## config.mk

```make
export PLATFORM = sky130hd
export DESIGN_NAME = lock_entry_controller
export DESIGN_NICKNAME = d
export VERILOG_FILES = /design/src/rtl/lock_entry_controller.sv
export SDC_FILE = /design/constraint.sdc
export NUM_CORES = 1
export LEC_CHECK = 0
export CAP_MARGIN = 20
export CORE_ASPECT_RATIO = 1.2
export CORE_MARGIN = 2
export CORE_UTILIZATION = 46
export CTS_CLUSTER_DIAMETER = 200
export DETAILED_ROUTE_END_ITERATION = 8
export GPL_TIMING_DRIVEN = 0
export PLACE_DENSITY = 0.75
export RECOVER_POWER = 100
export SLEW_MARGIN = 20
export SYNTH_ARGS = -nofsm -noshare
export SYNTH_HDL_FRONTEND = slang
export SYNTH_SLANG_ARGS = --single-unit
```

## constraint.sdc

```tcl
create_clock -name clk -period 2 [get_ports clk]
set_input_delay 0.2 -clock clk [delete_from_list [all_inputs] [get_ports clk]]
set_output_delay 0.2 -clock clk [all_outputs]
set_load 0.05 [all_outputs]
```

## src/rtl/lock_entry_controller.sv

```systemverilog
// Keypad sequencer in front of the password comparator.
// Turns key strobes into comparator pulses and tracks unlock and lockout status.
//
// Parameters:
//   MAX_DIGITS      digit slots, width of cs (1..6)
//   MIN_DIGITS      fewest digits accepted for a compare or a new password
//   UNLOCK_CYCLES   cycles that unlocked stays high after a match
//   MAX_FAILS       consecutive mismatches before lockout
//   LOCKOUT_CYCLES  lockout duration
// Ports:
//   clk, reset        clock; synchronous active-low reset
//   key_valid         one-cycle key strobe
//   key_code          0-9 digit, 4'hA enter, 4'hB clear/set; other codes ignored
//   key_ready         keys accepted in IDLE/ENTRY/UNLOCKED/SET only
//   correct           comparator match flag, sampled in CHECK
//   data, cs          registered digit and one-hot slot strobe
//   digit_count       digits entered this attempt
//   wr                answer write enable, high throughout SET
//   compare           one-cycle pulse in COMPARE
//   buf_clear         one-cycle pulse that clears the input buffer
//   initialize        one-cycle pulse that clears the answer buffer
//   unlocked, alarm   display status
// Build option: define LOCK_ENTRY_LOCKOUT_EN to enable the fail counter
// and the LOCKOUT state. Without it, alarm is tied low.
module lock_entry_controller #(
  parameter int MAX_DIGITS     = 6,
  parameter int MIN_DIGITS     = 4,
  parameter int UNLOCK_CYCLES  = 50,
  parameter int MAX_FAILS      = 3,
  parameter int LOCKOUT_CYCLES = 1000
) (
  input  logic                  clk,
  input  logic                  reset,
  input  logic                  key_valid,
  input  logic [3:0]            key_code,
  output logic                  key_ready,
  input  logic                  correct,
  output logic [3:0]            data,
  output logic [MAX_DIGITS-1:0] cs,
  output logic [2:0]            digit_count,
  output logic                  wr,
  output logic                  compare,
  output logic                  buf_clear,
  output logic                  initialize,
  output logic                  unlocked,
  output logic                  alarm
);

  localparam logic [3:0] K_STAR = 4'hA;
  localparam logic [3:0] K_HASH = 4'hB;
  localparam logic [2:0] MAXD = 3'(MAX_DIGITS);
  localparam logic [2:0] MIND = 3'(MIN_DIGITS);

  // One timer serves both UNLOCKED and LOCKOUT.
  localparam int TMAX =
    (LOCKOUT_CYCLES > UNLOCK_CYCLES) ?
    LOCKOUT_CYCLES : UNLOCK_CYCLES;
  localparam int TW = $clog2(TMAX + 1);
  localparam logic [TW-1:0] T_UNL =
    TW'(UNLOCK_CYCLES - 1);

  typedef enum logic [2:0] {
    S_IDLE,
    S_ENTRY,
    S_COMPARE,
    S_CHECK,
    S_UNLOCKED,
    S_SET,
    S_LOCKOUT
  } state_t;

  state_t state, state_n;

  logic [2:0]            count, count_n;
  logic [3:0]            data_n;
  logic [MAX_DIGITS-1:0] cs_n;
  logic                  bclr_n;
  logic                  init_n;
  logic [TW-1:0]         timer, timer_n;
  logic                  boot;
  logic                  mismatch;

  logic take;
  logic is_digit;
  logic is_star;
  logic is_hash;
  logic dig_ok;

`ifdef LOCK_ENTRY_LOCKOUT_EN
  localparam int FW = $clog2(MAX_FAILS + 1);
  localparam logic [FW-1:0] FMAX =
    FW'(MAX_FAILS);
  localparam logic [TW-1:0] T_LCK =
    TW'(LOCKOUT_CYCLES - 1);

  logic [FW-1:0] fails, fails_n;
  logic [FW-1:0] fails_inc;

  assign fails_inc = fails + FW'(1);
`else
  logic unused_fail_cfg;

  assign unused_fail_cfg = ^MAX_FAILS;
`endif

  assign key_ready = (state == S_IDLE)
                   | (state == S_ENTRY)
                   | (state == S_UNLOCKED)
                   | (state == S_SET);

  assign take     = key_valid & key_ready;
  assign is_digit = key_code <= 4'd9;
  assign is_star  = key_code == K_STAR;
  assign is_hash  = key_code == K_HASH;
  assign dig_ok   = take & is_digit
                  & (count < MAXD);

  assign wr          = state == S_SET;
  assign compare     = state == S_COMPARE;
  assign unlocked    = (state == S_UNLOCKED)
                     | (state == S_SET);
  assign digit_count = count;

`ifdef LOCK_ENTRY_LOCKOUT_EN
  assign alarm = state == S_LOCKOUT;
`else
  assign alarm = 1'b0;
`endif

  always_comb begin
    state_n  = state;
    count_n  = count;
    data_n   = data;
    cs_n     = '0;
    // First cycle after reset release clears the input buffer.
    bclr_n   = boot;
    init_n   = 1'b0;
    timer_n  = timer;
    mismatch = 1'b0;
`ifdef LOCK_ENTRY_LOCKOUT_EN
    fails_n  = fails;
`endif

    // Digits load a slot in the three entry-capable states.
    if (dig_ok &&
        (state == S_IDLE ||
         state == S_ENTRY ||
         state == S_SET)) begin
      data_n  = key_code;
      cs_n    = MAX_DIGITS'(1) << count;
      count_n = count + 3'd1;
    end

    unique case (state)
      S_IDLE: begin
        if (dig_ok) state_n = S_ENTRY;
      end
      S_ENTRY: begin
        if (take && is_hash) begin
          bclr_n  = 1'b1;
          count_n = '0;
          state_n = S_IDLE;
        end else if (take && is_star) begin
          // Short entries are scored as a mismatch.
          if (count >= MIND) state_n = S_COMPARE;
          else mismatch = 1'b1;
        end
      end
      S_COMPARE: begin
        state_n = S_CHECK;
      end
      S_CHECK: begin
        bclr_n  = 1'b1;
        count_n = '0;
        if (correct) begin
          state_n = S_UNLOCKED;
          timer_n = T_UNL;
`ifdef LOCK_ENTRY_LOCKOUT_EN
          fails_n = '0;
`endif
        end else begin
          mismatch = 1'b1;
        end
      end
      S_UNLOCKED: begin
        if (take && is_hash) begin
          state_n = S_SET;
          init_n  = 1'b1;
          count_n = '0;
        end else if (timer == '0) begin
          state_n = S_IDLE;
        end else begin
          timer_n = timer - TW'(1);
        end
      end
      S_SET: begin
        if (take && is_star &&
            count >= MIND) begin
          bclr_n  = 1'b1;
          count_n = '0;
          state_n = S_IDLE;
        end else if (take && is_hash) begin
          init_n  = 1'b1;
          count_n = '0;
        end
      end
`ifdef LOCK_ENTRY_LOCKOUT_EN
      S_LOCKOUT: begin
        if (timer == '0) begin
          state_n = S_IDLE;
          fails_n = '0;
        end else begin
          timer_n = timer - TW'(1);
        end
      end
`endif
      default: begin
        state_n = S_IDLE;
      end
    endcase

    if (mismatch) begin
      bclr_n  = 1'b1;
      count_n = '0;
`ifdef LOCK_ENTRY_LOCKOUT_EN
      fails_n = fails_inc;
      if (fails_inc >= FMAX) begin
        state_n = S_LOCKOUT;
        timer_n = T_LCK;
      end else begin
        state_n = S_IDLE;
      end
`else
      state_n = S_IDLE;
`endif
    end
  end

  always_ff @(posedge clk) begin
    if (!reset) begin
      state      <= S_IDLE;
      count      <= '0;
      data       <= '0;
      cs         <= '0;
      buf_clear  <= 1'b0;
      initialize <= 1'b0;
      timer      <= '0;
      boot       <= 1'b1;
`ifdef LOCK_ENTRY_LOCKOUT_EN
      fails      <= '0;
`endif
    end else begin
      state      <= state_n;
      count      <= count_n;
      data       <= data_n;
      cs         <= cs_n;
      buf_clear  <= bclr_n;
      initialize <= init_n;
      timer      <= timer_n;
      boot       <= 1'b0;
`ifdef LOCK_ENTRY_LOCKOUT_EN
      fails      <= fails_n;
`endif
    end
  end

endmodule

```

==> summary.md <==
| Metric | Value |
|---|---|
| Run status | complete, but fails checks |
| Violated checks | negative setup slack |
| Filler Cells Inserted | 279 |
| Vias per cell | 5.60 |
| Global-route wire length before repair | about 5.5 mm |
| Port Buffers | 26 |
| Die area | 3710 um^2 |
| Synth Area per Inst | 8.97 um^2 |
| Worst-path maximum fanout | 6 |
| Router iterations before antenna repair | 4 |
| Worst slack, placed | -0.192 ns |
| Syn-to-layout area delta | 30.6% |
| DP Wirelength | 2.38 mm |
| Final hold vios | 0 |
| Area leader, netlist | dfxtp_1 |
| Largest net degree at the start of global routing | 12 |
| Die Y | between 60 and 70 um |
| Design Power | ~0.0016 W |
| Largest family of logic cells by synthesized area | simple AND/OR/NAND/NOR gates |
| Number of synthesized flops with an enable pin | 0 |
| Non-Filler Instances | 240 |
| Crit-path max cell delay | approximately 0.5 ns |
| Final Cell Area | 1940 um^2 |
| Slowest CP cell | or4_4 |
| Aggregate global routing overflow | 0 |
| Net count, final | 215 |
| RSZ-0062 raised after global routing | yes |
| Yosys Warn Count | 0 |
| Worst VDD drop | 0.661 mV |
| Clock Tree Root | clkbuf_4 |
| Synth Area in Adders | 0.0336 |
| Total track usage | 0.193 |
| Critical path required time | between 2 and 2.5 ns |
| CP startpoint kind | flip-flop |
| Slew HR | 0.586 |
| Final Max Tran Viols | 0 |
| Core area | 3080 um^2 |
| Syn_nets | 178 |
| Initial Util | 0.483 |
| CP cell instances | inv_2 -> ha_4 -> or4b_4 -> or4_4 -> o211ai_2 -> xor2_1 -> a21oi_1 |
| Mux contribution to synthesized area | 0.0336 |
| Post-Synthesis Cell Area | 1490 um^2 |
| Routability Congestion | a little under 0.9 |
| DRC Markers | 0 |
| Unique cell type count in the Yosys netlist | 48 |
| Critical path class | reg2reg |
| Number of buffers created by CTS | 5 |
| CTS tree | done |
| Clock skew | 0.00834 ns |
| Starting DRC count in detailed routing | 42 |
| Worst Path Arrival | between 2 and 2.5 ns |
| Later-pin clock latency in the skew report | approximately 0.34 ns |
| Final setup viols | 1 |
| Worst Tran Pin Value | 0.621 ns |
| Number of synthesized register bits | 29 |
| CP bufs+invs | 1 |
| Max Fclk | 496 MHz |
| Tcrit/Tclk final | 1.01 |
| Final WL | 3.38 mm |
| H-tree depth | 2 |
| Async SR Flop Fraction | 0 |
| Multi-input gate area | 866 um^2 |
| Routed len/inst | approximately 14 um |
| Sequential area share after synthesis | 0.390 |
| Clock Pin Slew Worst Setup and Hold Paths | roughly 0.1 ns |
| Synth Area in Simple Gates | 0.255 |
| Antenna violations before repair | 0 |
| Max-cap violations | 0 |
| Pwr Density | 821 nW/um^2 |
| PnR worst setup slack | -0.0177 ns |
| Critical Path End Type | flip-flop |
| Ant diodes | 0 |
| Synth Instances | 166 |
| Fin util | 0.631 |
| Critical path's top delay family | simple AND/OR/NAND/NOR gates |
| CTS Hold Bufs | 0 |
| Post-synth top area share | 0.390 |
| Rows | 22 |
| DR vias | around 1.3k |
| Synth Area in Compound Gates | 0.189 |
| Flip-flop and latch area | 583 um^2 |
| Leak Pwr | 0.806 nW |
| Top post-synthesis cells by area | dfxtp_1 (39%), nor2_1 (4.0%), xor2_1 (3.5%) |
| Die Wd | 55.9 um |
| Longest Clk Path Bufs | 2 |
| Vias in the first global route | 1283 |
| Routed Antenna Nets | 0 |
| Share of layout cells above drive strength 1 | 0.206 |
| Hold Crit Class | reg2reg |
| Clock sink total | 29 |
| Primary FF master, synth | dfxtp_1 |
| Placed cells | 228 |
| Crit path time final | 2.02 ns |
| I/O Pins | 28 |
| Synth Area in XOR/XNOR | 0.0412 |
| Area after DPL | 1790 um^2 |
## synthesized netlist by cell type, types with 2 or more instances
| library cell | n |
|---|---|
| or4_1 | 2 |
| nor3_1 | 10 |
| nand2_1 | 8 |
| nor2b_1 | 2 |
| a21oi_1 | 9 |
| and2_1 | 6 |
| or4_4 | 2 |
| dfxtp_1 | 29 |
| and3_1 | 4 |
| nor2_1 | 16 |
| or3_1 | 2 |
| nand2b_1 | 5 |
| a31o_1 | 2 |
| clkbuf_1 | 4 |
| buf_6 | 2 |
| mux2i_1 | 5 |
| o2111ai_1 | 2 |
| o21ai_1 | 3 |
| xor2_1 | 6 |
| ha_1 | 4 |
| o21ai_0 | 4 |
| o211ai_2 | 4 |
| and4b_1 | 2 |
| inv_1 | 9 |
## per-layer routing
metal	part of all wire	global-route usage	vias up	wire, um
met4	0.021	0.101	0	72
met1	0.40	0.202	626	1360
met3	0.054	0.0626	8	181
met2	0.52	0.345	37	1760
met5	0	0	-	0
li1	-	-	673	-
## cell usage in the layout (no fill, tap or decap), types with 6 or more instances in the layout
| master | count |
|---|---|
| nor2_1 | 16 |
| nand2_1 | 8 |
| xor2_1 | 6 |
| dfxtp_1 | 27 |
| clkdlybuf4s50_1 | 9 |
| and2_1 | 6 |
| inv_1 | 7 |
| dlygate4sd3_1 | 13 |
| nor3_1 | 8 |
| a21oi_1 | 8 |
| buf_4 | 7 |
## worst reg2reg max path, delay by kind of cell, from the launching register on
kind / cells / cell delay (ns)
and+or+nand+nor: 2 / 0.96
adders and majority gates: 1 / 0.12
DFF: 1 / 0.36
xor gates and xnor gates: 1 / 0.18
buffers and inverters: 1 / 0.07
AOI/OAI and AO/OA: 2 / 0.21
## kinds of logic after synthesis
family	after synthesis
flops	29
other cells	1
simple gates	66
buf+inv	17
xor+xnor	7
compound gates	37
mux	5
fa+ha+maj	4
## metrics by stage
stage	hold WS, ns	setup TNS [ns]
after global routing	0.538	-0.289
after floorplan	0.322	-0.0380
after detailed placement	0.489	-1.51
final	0.505	-0.0177
after global placement	0.480	-0.818
after CTS	0.510	-0.102
## power breakdown
group	switching [W]	leakage, nW	internal (W)	total (W)
combinational	0.000282	0.528	0.000172	0.000454
sequential	0.0000368	0.237	0.000616	0.000653
clock	0.000226	0.0414	0.000264	0.000490
total	0.000545	0.806	0.00105	0.00160
## final timing paths
kind | start | end | slack (ns) | cells past startpoint
max | timer[0] | timer[4] | -0.02 | 7
min | data[2] | data[2] | 0.51 | 2
min reg2reg | data[2] | data[2] | 0.51 | 2
max reg2reg | timer[0] | timer[4] | -0.02 | 7
## what timing repair did
action | CTS | global route
endpoints found under the setup margin | 13 | 16
buffers inserted | 2 | 4
pin swaps | 7 | 4
cloned | 0 | 0
gates resized for setup | 17 | 11
## area by class of cell
cell class / instances / area share
sequential: 29 / 0.300
buffer: 6 / 0.0187
timing repair buffer: 32 / 0.153
clock buffer: 5 / 0.0193
inverter: 9 / 0.0174
clock inverter: 3 / 0.0238
tap: 36 / 0.0232
multi-input combinational: 120 / 0.445
## sequential cells by signal (all words and copies together) (netlist names)
signal       count
boot             1
buf_clear        1
cs               6
data             4
digit_count      3
initialize       1
state            3
timer           10
(Power assumes the default switching activity.)
==> variant 1, RTL diff (config.mk and constraints unchanged) <==
The 7 states of `state_t` get a Gray code encoding in 3 bits.
--- a/src/rtl/lock_entry_controller.sv
+++ b/src/rtl/lock_entry_controller.sv
@@ -61,11 +61,11 @@
 
   typedef enum logic [2:0] {
-    S_IDLE,
-    S_ENTRY,
-    S_COMPARE,
-    S_CHECK,
-    S_UNLOCKED,
-    S_SET,
-    S_LOCKOUT
+    S_IDLE     = 3'b000,
+    S_ENTRY    = 3'b001,
+    S_COMPARE  = 3'b011,
+    S_CHECK    = 3'b010,
+    S_UNLOCKED = 3'b110,
+    S_SET      = 3'b111,
+    S_LOCKOUT  = 3'b101
   } state_t;
 
Check against the original RTL: no difference found for any inputs over 10 cycles, from zero or initial values and one cycle with reset low; not proved beyond that.
==> variant 1 against the unedited design <==
The run still ends with setup timing left. Routed wire length is 22% higher. Worst setup slack worse by 0.096 ns. Fmax down 4.5%. Design area is 15% higher. Critical endpoint is now digit_count[2]. Die area rose by 4.2%. Synthesized area grew 4.5%. Sequential cell count unchanged. Sequential share of layout area shrank 3.5 points.
Power is not compared: it rests on default switching activity, and its combinational part moved more than twofold at a synthesized area within 25%.
==> variant 1: results (changes against the unedited design) <==
- GRT Util Overall: 22.35% (+3.0 points)
- WHS: 0.4624 ns (-0.04278 ns)
- Failing checks: setup timing
- DR pass1 iterations: 5 (+1)
- Met3 Track Usage GR: 6.513% (+0.25 points)
- Met2 WL: 2081 µm (+18%)
- Multi-input logic portion of the cell area: 45.58% (+1.0 points)
- Final non-clock buffer share: 17.86% (+0.74 points)
- Register area: 591.8 µm² (+1.5%)
- Crit-path max cell delay: 0.47 ns (-0.03 ns)
- Non-clk invs: 15 (+6)
- Seq/Total Area, Yosys: 37.30% (-1.7 points)
- Total number of vias: 1,534 (+14%)
- Multi-In Gates: 127 (+5.8%)
- Final setup fails: 11 (+10)
- Worst-path maximum fanout: 5 (-1)
- Share of post-route cells with drive strength above 1: 26.58% (+6.0 points)
- Commonest cells in the netlist: 29 x dfxtp_1, 15 x nor2_1, 14 x inv_1, 12 x a21oi_1, 8 x nand2_1
- Status: complete, but fails checks
- DRT iter0 DRCs: 98 (+130%)
- Final instance count without filler cells: 259 (+7.9%)
- Flip-flop and latch count: 29 (unchanged)
- Global routing met1 resource utilization: 23.02% (+2.8 points)
- Worst setup margin: -0.1136 ns (-0.09590 ns)
- Sequential cell area share: 26.48% (-3.5 points)
- Hpwl dp: 2779 µm (+17%)
- Arr. time, crit path: 2.30 ns (+0.07 ns)
==> variant 1: changes by cell type after synthesis, sizes merged, moves of 3 or more <==
| cell | before | now |
|---|---|---|
| a211oi | 1 | 4 |
| inv | 9 | 15 |
| nand2b | 5 | 1 |
| nand3 | 0 | 4 |
| nand3b | 0 | 3 |
| nor3 | 10 | 7 |
| o211ai | 5 | 0 |
| o31ai | 1 | 4 |
| or2b | 0 | 3 |
| or3 | 2 | 6 |
| xnor2 | 1 | 4 |
| xor2 | 6 | 0 |
==> variant 1: final timing paths <==
kind	end	cells after the start
max reg2reg	digit_count[2]	8
min	buf_clear	1
max	digit_count[2]	8
min reg2reg	buf_clear	1
==> variant 1: cell families after synthesis <==
kind of cell / Yosys count / synth area share (%)
fa+ha+maj: 6 / 4.823
simple gates: 68 / 26.05
compound gates: 43 / 20.34
flops: 29 / 37.30
mux: 4 / 2.572
xor+xnor: 4 / 2.251
buf+inv: 22 / 6.430
other cells: 1 / 0.2409
==> variant 2, RTL diff (same flow settings) <==
Made on the original files. Change the parameter `MAX_DIGITS` from 6 to 5. Comments in the files are not updated.
--- a/src/rtl/lock_entry_controller.sv
+++ b/src/rtl/lock_entry_controller.sv
@@ -24,5 +24,5 @@
 // and the LOCKOUT state. Without it, alarm is tied low.
 module lock_entry_controller #(
-  parameter int MAX_DIGITS     = 6,
+  parameter int MAX_DIGITS     = 5,
   parameter int MIN_DIGITS     = 4,
   parameter int UNLOCK_CYCLES  = 50,
Ports: changed (resized cs); port bits go from 28 to 27. No check against the original RTL was run, so the function may have changed too.
==> variant 2 against the unedited design <==
Routed wire length decreased by 8.9%. Design area fell by 6.2%. Synthesized area down 1.3%. Hold slack worse by 0.32 ns. Power shrank 8.4%. Via count fell by 9.1%. Worst setup slack better by 0.086 ns. Fmax rose by 4.5%. Sequential cell count down 1. Critical endpoint is now state[2].
==> variant 2: results (changes against the unedited design) <==
- GRT Util Overall: 17.73% (-1.6 points)
- H-tree depth: 1 (-1)
- Max IR drop VDD: 0.4918 mV (-26%)
- Hold_buf cts: 0 (unchanged)
- Vias in the first global route: 1,175 (-8.4%)
- TritonCTS Buffers: 3 (-2)
- Xor/xnor cell area share of the yosys netlist: 5.963% (+1.8 points)
- Post-Synth Adder-Cell Area: 2.555% (-0.81 points)
- Hpwl dp: 2348 µm (-1.4%)
- Leakage: 0.7738 nW (-4.0%)
- Largest net degree at the start of global routing: 17 (+5)
- Synth Area in Compound Gates: 14.82% (-4.1 points)
- Root Driver: clkbuf_4
- Share of post-route cells with drive strength above 1: 14.21% (-6.4 points)
- DR pass1 iterations: 4 (unchanged)
- Hold Crit Class: in2reg
- Slew HR: 60.88% (+2.3 points)
- CTS clk-pin slew, worst paths: 0.15 ns (+0.05 ns)
- Worst skew pair latency: 0.32 ns (-0.02 ns)
- Nets: 202 (-6.0%)
- Worst-path maximum fanout: 4 (-2)
- Met3 routed WL: 151 µm (-17%)
- Mux cell area share after synthesis: 4.089% (+0.73 points)
- Switching part of the total: 32.56% (-1.6 points)
- Global-route wire length before repair: 5244 µm (-5.1%)
- Area contributors post-synth: dfxtp_1 38%, xor2_1 4.8%, nor2_1 4.6%, mux2i_1 4.1%, a21oi_1 2.7%
- Clk_skew: 0.002052 ns (-0.006288 ns)
- Clock tree buffer depth: 2 (unchanged)
- YS warnings: 0 (unchanged)
- Initial antenna violation count: 0 (unchanged)
- DRT iter0 DRCs: 30 (-29%)
- Final wirelength: 3076 µm (-8.9%)
- Max layer used: met4
- Status: complete, no violations
- Arr. time, crit path: 2.16 ns (-0.07 ns)
- Post-synth cell types: 51 (+6.3%)
- N_diodes: 0 (unchanged)
- Fillcell total: 264 (-5.4%)
- Synth async-reset ratio: 0% (unchanged)
- Post-synth top flop: dfxtp_1
- Placer Congestion: 0.8461 (-2.8%)
- Synthesized Nets: 171 (-3.9%)
- Commonest cells in the netlist: 28 x dfxtp_1, 18 x nor2_1
- M1 WL: 1335 µm (-1.8%)
- Seq/Total Area, Yosys: 38.16% (-0.83 points)
- Vias per cell: 5.407 (-3.4%)
- Flip-flop count of the largest register after layout: 10 (unchanged)
- Met2 WL: 1580 µm (-10%)
- Largest registers: timer (10), cs (5), data (4)
- IO buf count: 23 (-12%)
-- variant 2: cell families (layout without fill, tap and decap cells) --
group	count (synthesis)	count (layout)
xor gates and xnor gates	10	10
buffers and inverters	17	47
other	1	1
muxes	6	6
DFF	28	28
adders and majority gates	3	3
and+or+nand+nor	68	68
AOI/OAI and AO/OA	27	27
-- variant 2: per-layer routing --
layer  vias to the layer above  global-route usage, %
met3                         2                  4.305
li1                        615                      -
met5                         -                      0
met1                       578                  21.47
met4                         0                  3.659
met2                        27                  31.85
-- variant 2: worst max-delay path, stage by stage (launching register included) --
cell      delay (ns)
dfxtp_1         0.36
inv_1           0.10
ha_1            0.19
or3b_2          0.51
o21ai_4         0.24
o311ai_4        0.15
a32o_1          0.29
-- variant 2: path summary, 6_finish.rpt --
kind	from	endpoint	slack, ns	depth (start not counted)
worst max-delay path	timer[0]	state[2]	0.07	6
worst min-delay path	key_code[3]	data[3]	0.19	3
worst max register to register	timer[0]	state[2]	0.07	6
worst min register to register	timer[3]	timer[3]	0.49	2
-- variant 2: timing repair --
action,in CTS,in global routing
pin swaps,0,1
setup buffers,0,3
cloned,0,0
gates resized for setup,7,5
setup endpoints to repair,3,4
-- variant 2: area by class of cell --
cell class	instances	area [µm²]	share of cell area [%]
Sequential cell	28	560.5	30.73
Tap cell	36	45.04	2.469
Clock buffer	3	22.52	1.235
Timing Repair Buffer	26	247.7	13.58
Buffer	8	55.05	3.018
Clock inverter	1	30.03	1.646
Multi-Input combinational cell	115	829.5	45.47
Inverter	9	33.78	1.852
-- variant 2: power by group through the flow --
stage / clock network (mW) / logic [mW] / registers [mW]
6_report: 0.368 / 0.477 / 0.617
5_1_grt: 0.404 / 0.513 / 0.623
4_1_cts: 0.376 / 0.465 / 0.618
3_5_place_dp: 0 / 0.463 / 0.631
3_3_place_gp: 0 / 0.458 / 0.629
2_1_floorplan: 0 / 0.278 / 0.698
-- variant 2: stage by stage --
stage / instances / area [µm²] / setup slack [ns] / TNS (ns)
3_5_place_dp: 219 / 1744 / -0.02687 / -0.02687
4_1_cts: 223 / 1798 / 0.01917 / 0
3_3_place_gp: 219 / 1744 / -0.01471 / -0.01471
2_1_floorplan: 160 / 1469 / 0.1507 / 0
5_1_grt: 226 / 1824 / 0.002316 / 0
6_report: 226 / 1824 / 0.06842 / 0
